===== src/rtl/tmc_uart_phy.sv =====
// 8N1 UART PHY with 4x-oversampled bit timing; independent TX and RX paths.
// Define TMC_UART_PHY_MAJORITY_EN for 2-of-3 majority voting on each RX sample.
module tmc_uart_phy #(
  parameter int CLOCK_DIVIDE = 60
) (
  input  logic       clk,
  input  logic       rst,
  input  logic       rx,
  output logic       tx,
  input  logic       transmit,
  input  logic [7:0] tx_byte,
  output logic       received,
  output logic [7:0] rx_byte,
  output logic       is_receiving,
  output logic       is_transmitting,
  output logic       recv_error
);

  localparam int BIT_T = 4 * CLOCK_DIVIDE;
  localparam int CW    = $clog2(BIT_T + 1);
  localparam logic [CW-1:0] T_LAST = CW'(BIT_T - 1);

  typedef enum logic [2:0] {RX_IDLE, RX_START, RX_DATA, RX_STOP, RX_ERROR} rx_state_e;

  // TX path
  logic          tx_q, tx_d;
  logic          tx_busy_q, tx_busy_d;
  logic [CW-1:0] tx_cnt_q, tx_cnt_d;
  logic [3:0]    tx_bit_q, tx_bit_d;
  logic [7:0]    tx_shift_q, tx_shift_d;

  always_comb begin
    tx_d       = tx_q;
    tx_busy_d  = tx_busy_q;
    tx_cnt_d   = tx_cnt_q;
    tx_bit_d   = tx_bit_q;
    tx_shift_d = tx_shift_q;
    if (!tx_busy_q) begin
      if (transmit) begin
        tx_busy_d  = 1'b1;
        tx_d       = 1'b0;
        tx_cnt_d   = '0;
        tx_bit_d   = '0;
        tx_shift_d = tx_byte;
      end
    end else if (tx_cnt_q == T_LAST) begin
      tx_cnt_d = '0;
      if (tx_bit_q == 4'd9) begin
        tx_busy_d = 1'b0;
        tx_d      = 1'b1;
      end else begin
        // Shifting in ones makes the ninth shift produce the stop bit.
        tx_bit_d   = tx_bit_q + 4'd1;
        tx_d       = tx_shift_q[0];
        tx_shift_d = {1'b1, tx_shift_q[7:1]};
      end
    end else begin
      tx_cnt_d = tx_cnt_q + 1'b1;
    end
  end

  always_ff @(posedge clk) begin
    if (rst) begin
      tx_q       <= 1'b1;
      tx_busy_q  <= 1'b0;
      tx_cnt_q   <= '0;
      tx_bit_q   <= '0;
      tx_shift_q <= '0;
    end else begin
      tx_q       <= tx_d;
      tx_busy_q  <= tx_busy_d;
      tx_cnt_q   <= tx_cnt_d;
      tx_bit_q   <= tx_bit_d;
      tx_shift_q <= tx_shift_d;
    end
  end

  assign tx              = tx_q;
  assign is_transmitting = tx_busy_q;

  // RX path
  logic          sync1_q, sync2_q;
  logic          rx_smp;
  rx_state_e     rx_state_q, rx_state_d;
  logic [CW-1:0] rx_cnt_q, rx_cnt_d;
  logic [2:0]    rx_bit_q, rx_bit_d;
  logic [7:0]    rx_shift_q, rx_shift_d;
  logic [7:0]    rx_byte_q, rx_byte_d;
  logic          received_q, received_d;
  logic          recv_error_q, recv_error_d;

`ifdef TMC_UART_PHY_MAJORITY_EN
  // Vote is taken one cycle late so the cycle after the nominal point is available.
  localparam logic [CW-1:0] START_LAST = CW'(2 * CLOCK_DIVIDE);
  logic hist1_q, hist2_q;
  always_ff @(posedge clk) begin
    if (rst) begin
      hist1_q <= 1'b1;
      hist2_q <= 1'b1;
    end else begin
      hist1_q <= sync2_q;
      hist2_q <= hist1_q;
    end
  end
  assign rx_smp = (sync2_q & hist1_q) | (sync2_q & hist2_q) | (hist1_q & hist2_q);
`else
  localparam logic [CW-1:0] START_LAST = CW'(2 * CLOCK_DIVIDE - 1);
  assign rx_smp = sync2_q;
`endif

  always_comb begin
    rx_state_d   = rx_state_q;
    rx_cnt_d     = rx_cnt_q;
    rx_bit_d     = rx_bit_q;
    rx_shift_d   = rx_shift_q;
    rx_byte_d    = rx_byte_q;
    received_d   = 1'b0;
    recv_error_d = 1'b0;
    unique case (rx_state_q)
      RX_IDLE: begin
        if (!sync2_q) begin
          rx_state_d = RX_START;
          rx_cnt_d   = '0;
        end
      end
      RX_START: begin
        if (rx_cnt_q == START_LAST) begin
          rx_cnt_d   = '0;
          rx_bit_d   = '0;
          rx_state_d = rx_smp ? RX_IDLE : RX_DATA;
        end else begin
          rx_cnt_d = rx_cnt_q + 1'b1;
        end
      end
      RX_DATA: begin
        if (rx_cnt_q == T_LAST) begin
          rx_cnt_d   = '0;
          rx_shift_d = {rx_smp, rx_shift_q[7:1]};
          if (rx_bit_q == 3'd7) rx_state_d = RX_STOP;
          else                  rx_bit_d   = rx_bit_q + 3'd1;
        end else begin
          rx_cnt_d = rx_cnt_q + 1'b1;
        end
      end
      RX_STOP: begin
        if (rx_cnt_q == T_LAST) begin
          rx_cnt_d = '0;
          if (rx_smp) begin
            received_d = 1'b1;
            rx_byte_d  = rx_shift_q;
            rx_state_d = RX_IDLE;
          end else begin
            recv_error_d = 1'b1;
            rx_state_d   = RX_ERROR;
          end
        end else begin
          rx_cnt_d = rx_cnt_q + 1'b1;
        end
      end
      RX_ERROR: begin
        // Counts consecutive idle-high cycles; any low restarts the count.
        if (!sync2_q)                rx_cnt_d   = '0;
        else if (rx_cnt_q == T_LAST) rx_state_d = RX_IDLE;
        else                         rx_cnt_d   = rx_cnt_q + 1'b1;
      end
      default: rx_state_d = RX_IDLE;
    endcase
  end

  always_ff @(posedge clk) begin
    if (rst) begin
      sync1_q      <= 1'b1;
      sync2_q      <= 1'b1;
      rx_state_q   <= RX_IDLE;
      rx_cnt_q     <= '0;
      rx_bit_q     <= '0;
      rx_shift_q   <= '0;
      rx_byte_q    <= '0;
      received_q   <= 1'b0;
      recv_error_q <= 1'b0;
    end else begin
      sync1_q      <= rx;
      sync2_q      <= sync1_q;
      rx_state_q   <= rx_state_d;
      rx_cnt_q     <= rx_cnt_d;
      rx_bit_q     <= rx_bit_d;
      rx_shift_q   <= rx_shift_d;
      rx_byte_q    <= rx_byte_d;
      received_q   <= received_d;
      recv_error_q <= recv_error_d;
    end
  end

  assign received     = received_q;
  assign recv_error   = recv_error_q;
  assign rx_byte      = rx_byte_q;
  assign is_receiving = (rx_state_q != RX_IDLE);

endmodule

===== config.mk =====
export PLATFORM = sky130hd
export DESIGN_NAME = tmc_uart_phy
export DESIGN_NICKNAME = d
export VERILOG_FILES = /design/src/rtl/tmc_uart_phy.sv
export SDC_FILE = /design/constraint.sdc
export NUM_CORES = 1
export LEC_CHECK = 0
export ABC_AREA = 1
export ABC_CLOCK_PERIOD_IN_PS = 1470
export CAP_MARGIN = 25
export CORE_MARGIN = 2
export CORE_UTILIZATION = 40
export CTS_CLUSTER_DIAMETER = 120
export DETAILED_ROUTE_END_ITERATION = 8
export DONT_BUFFER_PORTS = 1
export GPL_ROUTABILITY_DRIVEN = 0
export PLACE_DENSITY = 0.62
export RECOVER_POWER = 25
export SYNTH_ARGS = -nofsm -noshare
export SYNTH_HDL_FRONTEND = slang
export SYNTH_SLANG_ARGS = --single-unit

===== constraint.sdc =====
create_clock -name clk -period 1.47 [get_ports clk]
set_clock_uncertainty 0.1 [all_clocks]
set_input_delay 0.294 -clock clk [delete_from_list [all_inputs] [get_ports clk]]
set_output_delay 0.294 -clock clk [all_outputs]
set_load 0.05 [all_outputs]

==> summary.md <==
| Metric | Value |
|---|---|
| Required @ worst endpoint | `1610 ps` |
| Gr usage total | `0.1790` |
| Initial Utilization | `0.4084` |
| DIE HEIGHT | `86.60 µm` |
| Clock share of power | `0.190` |
| Drc violations | `0` |
| Width of the die | `86.60 µm` |
| Die area | `7499 µm²` |
| Core Box Area | `roughly 6700 µm²` |
| Power Internal | `between 0.002 and 0.003 W` |
| Post-synth ARST share | `0` |
| Initial antenna violation count | `0` |
| Synth Cell Area | `between 2000 and 3000 µm²` |
| Layout cell share with drive strength beyond 1 | `0.2911` |
| Area leader, netlist | `dfxtp_1` |
| Layout Nets | `467` |
| P&R area growth vs syn | `33.70%` |
| Pre-CTS setup slack | `-86.54 ps` |
| Final design area excluding fillers | `3649 µm²` |
| Synth unique cells | `33` |
| ANT nets after route | `0` |
| Routed wire length | `6563 µm` |
| Share of the synthesized area in the top cell type | `0.4108` |
| Failing checks | `negative setup slack` |
| Pins Over Slew Limit | `0` |
| Pwr/cell area | `1303 nW/µm²` |
| Sum Neg Setup Slack | `-391.9 ps` |
| H-Tree Depth | `2` |
| Fillers | `623` |
| Total Power | `between 0.004 and 0.005 W` |
| Fin util | `0.5461` |
| Average size of a mapped cell | `6.822 µm²` |
| Cell area after placement | `3094 µm²` |
| Clock slew at reported path FFs | `110 ps` |
| Final hold viol count | `0` |
| Fmax | `655.9 MHz` |
| Synth Flop Type | `dfxtp_1` |
| Most common cell in the netlist | `nand2_1` |
| Crit path max fanout | `6` |
| Main area contributors after synthesis | `dfxtp_1 (41%), nand2_1 (13%), inv_1 (7.3%), a21oi_1 (6.8%), nor2_1 (6.7%)` |
| Status | `finished, violations left` |
| Met1 WL | `3026 µm` |
| Wirelength per Cell | `12.38 µm` |
| Seq/Total Area, Yosys | `0.4108` |
| Crit path DAT | `1660 ps` |
| Hold/Removal Path Class | `in2reg` |
| Max Cap Viol | `0` |
| Worst setup SP type | `flip-flop` |
| Worst-Margin Slew | `888.9 ps` |
| Row count | `30` |
| Max IR drop VDD | `just over 0.8 mV` |
| Largest net degree at the start of global routing | `20` |
| First-pass GRT wire length | `between 10,000 and 15,000 µm` |
| HPWL after DPL | `around 4100 µm` |
| Antenna cells | `0` |
| Sequential power share | `0.359` |
| Max clock buf depth | `2` |
| Vias in the first global route | `roughly 2,400` |
| Switching share of power | `0.4129` |
| DRT Pass-1 Iters | `4` |
| Area of the multi-input gates | `about 1700 µm²` |
| IO Pins | `25` |
| Post-synth EDFFs | `0` |
| RSZ-0062 raised after global routing | `true` |
| Uppermost layer routed | `met4` |
| Yosys warnings | `0` |
| P_sw | `0.001964 W` |
| LEAKAGE | `1.543 nW` |
| Post-synth top cells | `nand2_1 (95), dfxtp_1 (56), inv_1 (53)` |
| DR iter-0 viols | `133` |
| Sequential cell area | `1142 µm²` |
| Rel. slew slack | `0.4074` |
| Detail Route met3 WL | `256 µm` |
| Crit Path Class | `reg2reg` |
| #FFs+latches synth | `56` |
| # port buffers | `0` |
| CTS Root Cell | `clkbuf_8` |
| Syn Nets | `~420` |
| Comb power frac | `0.451` |
| Routed vias | `approximately 2,700` |
| PnR worst setup slack | `-54.66 ps` |
| Via/cell ratio | `approximately 5` |
| CTS tree | `done` |
| Clock Latency Late Sink | `320 ps` |
| Met2 WL | `3141 µm` |
| Final setup violation count | `16` |
| Mapped Cells | `400` |
| GRT Residual Overflow | `0` |
| Crit. End Element | `flip-flop` |
| Min Tclk post-route | `1525 ps` |
| Cts bufs inserted | `5` |
| Period utilization | `1.037` |
| Clock Sinks | `56` |
## cell families (layout without fill, tap and decap cells)
logic type | Yosys count | count (layout) | share of synthesized area
XOR/XNOR | 2 | 2 | 0.006420
AND/OR/NAND/NOR | 198 | 201 | 0.3219
buffers and inverters | 66 | 113 | 0.09445
flip-flops | 56 | 56 | 0.4108
AO/OA/AOI/OAI | 72 | 72 | 0.1389
adder cells (fa/ha/maj) | 6 | 6 | 0.02751
## registers in the layout, indices dropped and copies added, names as in the netlist
register         cells
received             1
tx_bit_q             4
rx_bit_q             3
is_transmitting      1
rx_cnt_q             8
tx_cnt_q             8
rx_state_q           3
tx_shift_q           8
rx_smp               1
rx_shift_q           8
recv_error           1
sync1_q              1
tx                   1
rx_byte              8
## per-layer routing
metal  GRT usage  vias up
met3     0.03524        9
met1      0.2301     1213
li1            -     1387
met2      0.2965       47
met5           0        -
met4     0.06818        0
## final cells by class
class,instances,area share
multi-input combinational,281,0.4606
clock buffer,5,0.01886
inverter,57,0.06207
tap,80,0.02743
sequential,56,0.3131
timing repair buffer,48,0.1111
clock inverter,3,0.006859
## placed cells by master, fill, tap and decap left out, drive strengths merged, types with 3 or more instances in the layout
cell type / instances
o21ai: 30
clkbuf: 5
buf: 45
a21oi: 39
nand4: 7
nand2: 102
ha: 6
nand3: 32
inv: 57
dfxtp: 56
or2: 3
nor2: 54
## timing repair
item | in CTS | in global routing
hold buffers | 3 | 0
resized for setup | 46 | 57
setup endpoints to repair | 29 | 55
endpoints found under the hold margin | 18 | 0
cloned | 3 | 0
pin swaps | 14 | 16
setup buffers | 5 | 2
## critical path: stages, from the launching register on
cell,delay [ps]
dfxtp_2,370
ha_4,150
nand2_4,60
nor2_4,190
nand3_2,110
nand2_4,120
nand2_8,90
clkinv_8,70
nand2_4,40
a21oi_2,140
## path summary, 6_finish.rpt
check	start	to	slack, ps	cells past startpoint
hold / removal	rst	tx_bit_q[2]$_SDFFE_PP0P_	40	3
setup / recovery	rx_cnt_q[1]$_SDFFE_PP0P_	rx_cnt_q[0]$_SDFFE_PP0P_	-50	9
setup reg to reg	rx_cnt_q[1]$_SDFFE_PP0P_	rx_cnt_q[0]$_SDFFE_PP0P_	-50	9
hold reg to reg	sync1_q$_SDFF_PP1_	rx_smp$_SDFF_PP1_	330	1
## power groups by stage
stage	registers [W]	logic, W	clock network [W]
6_report	0.00171	0.00214	0.000904
5_1_grt	0.00172	0.00234	0.000982
4_1_cts	0.00170	0.00182	0.000932
3_5_place_dp	0.00172	0.00152	0
3_3_place_gp	0.00172	0.00150	0
2_1_floorplan	0.00174	0.00104	0
## through the flow
step,hold WS (ps),cells
final,35.79,530
after global placement,259.8,509
after CTS,28.66,528
after global routing,50.02,530
after floorplan,289.5,400
after detailed placement,265.8,509
(Power assumes the default switching activity.)
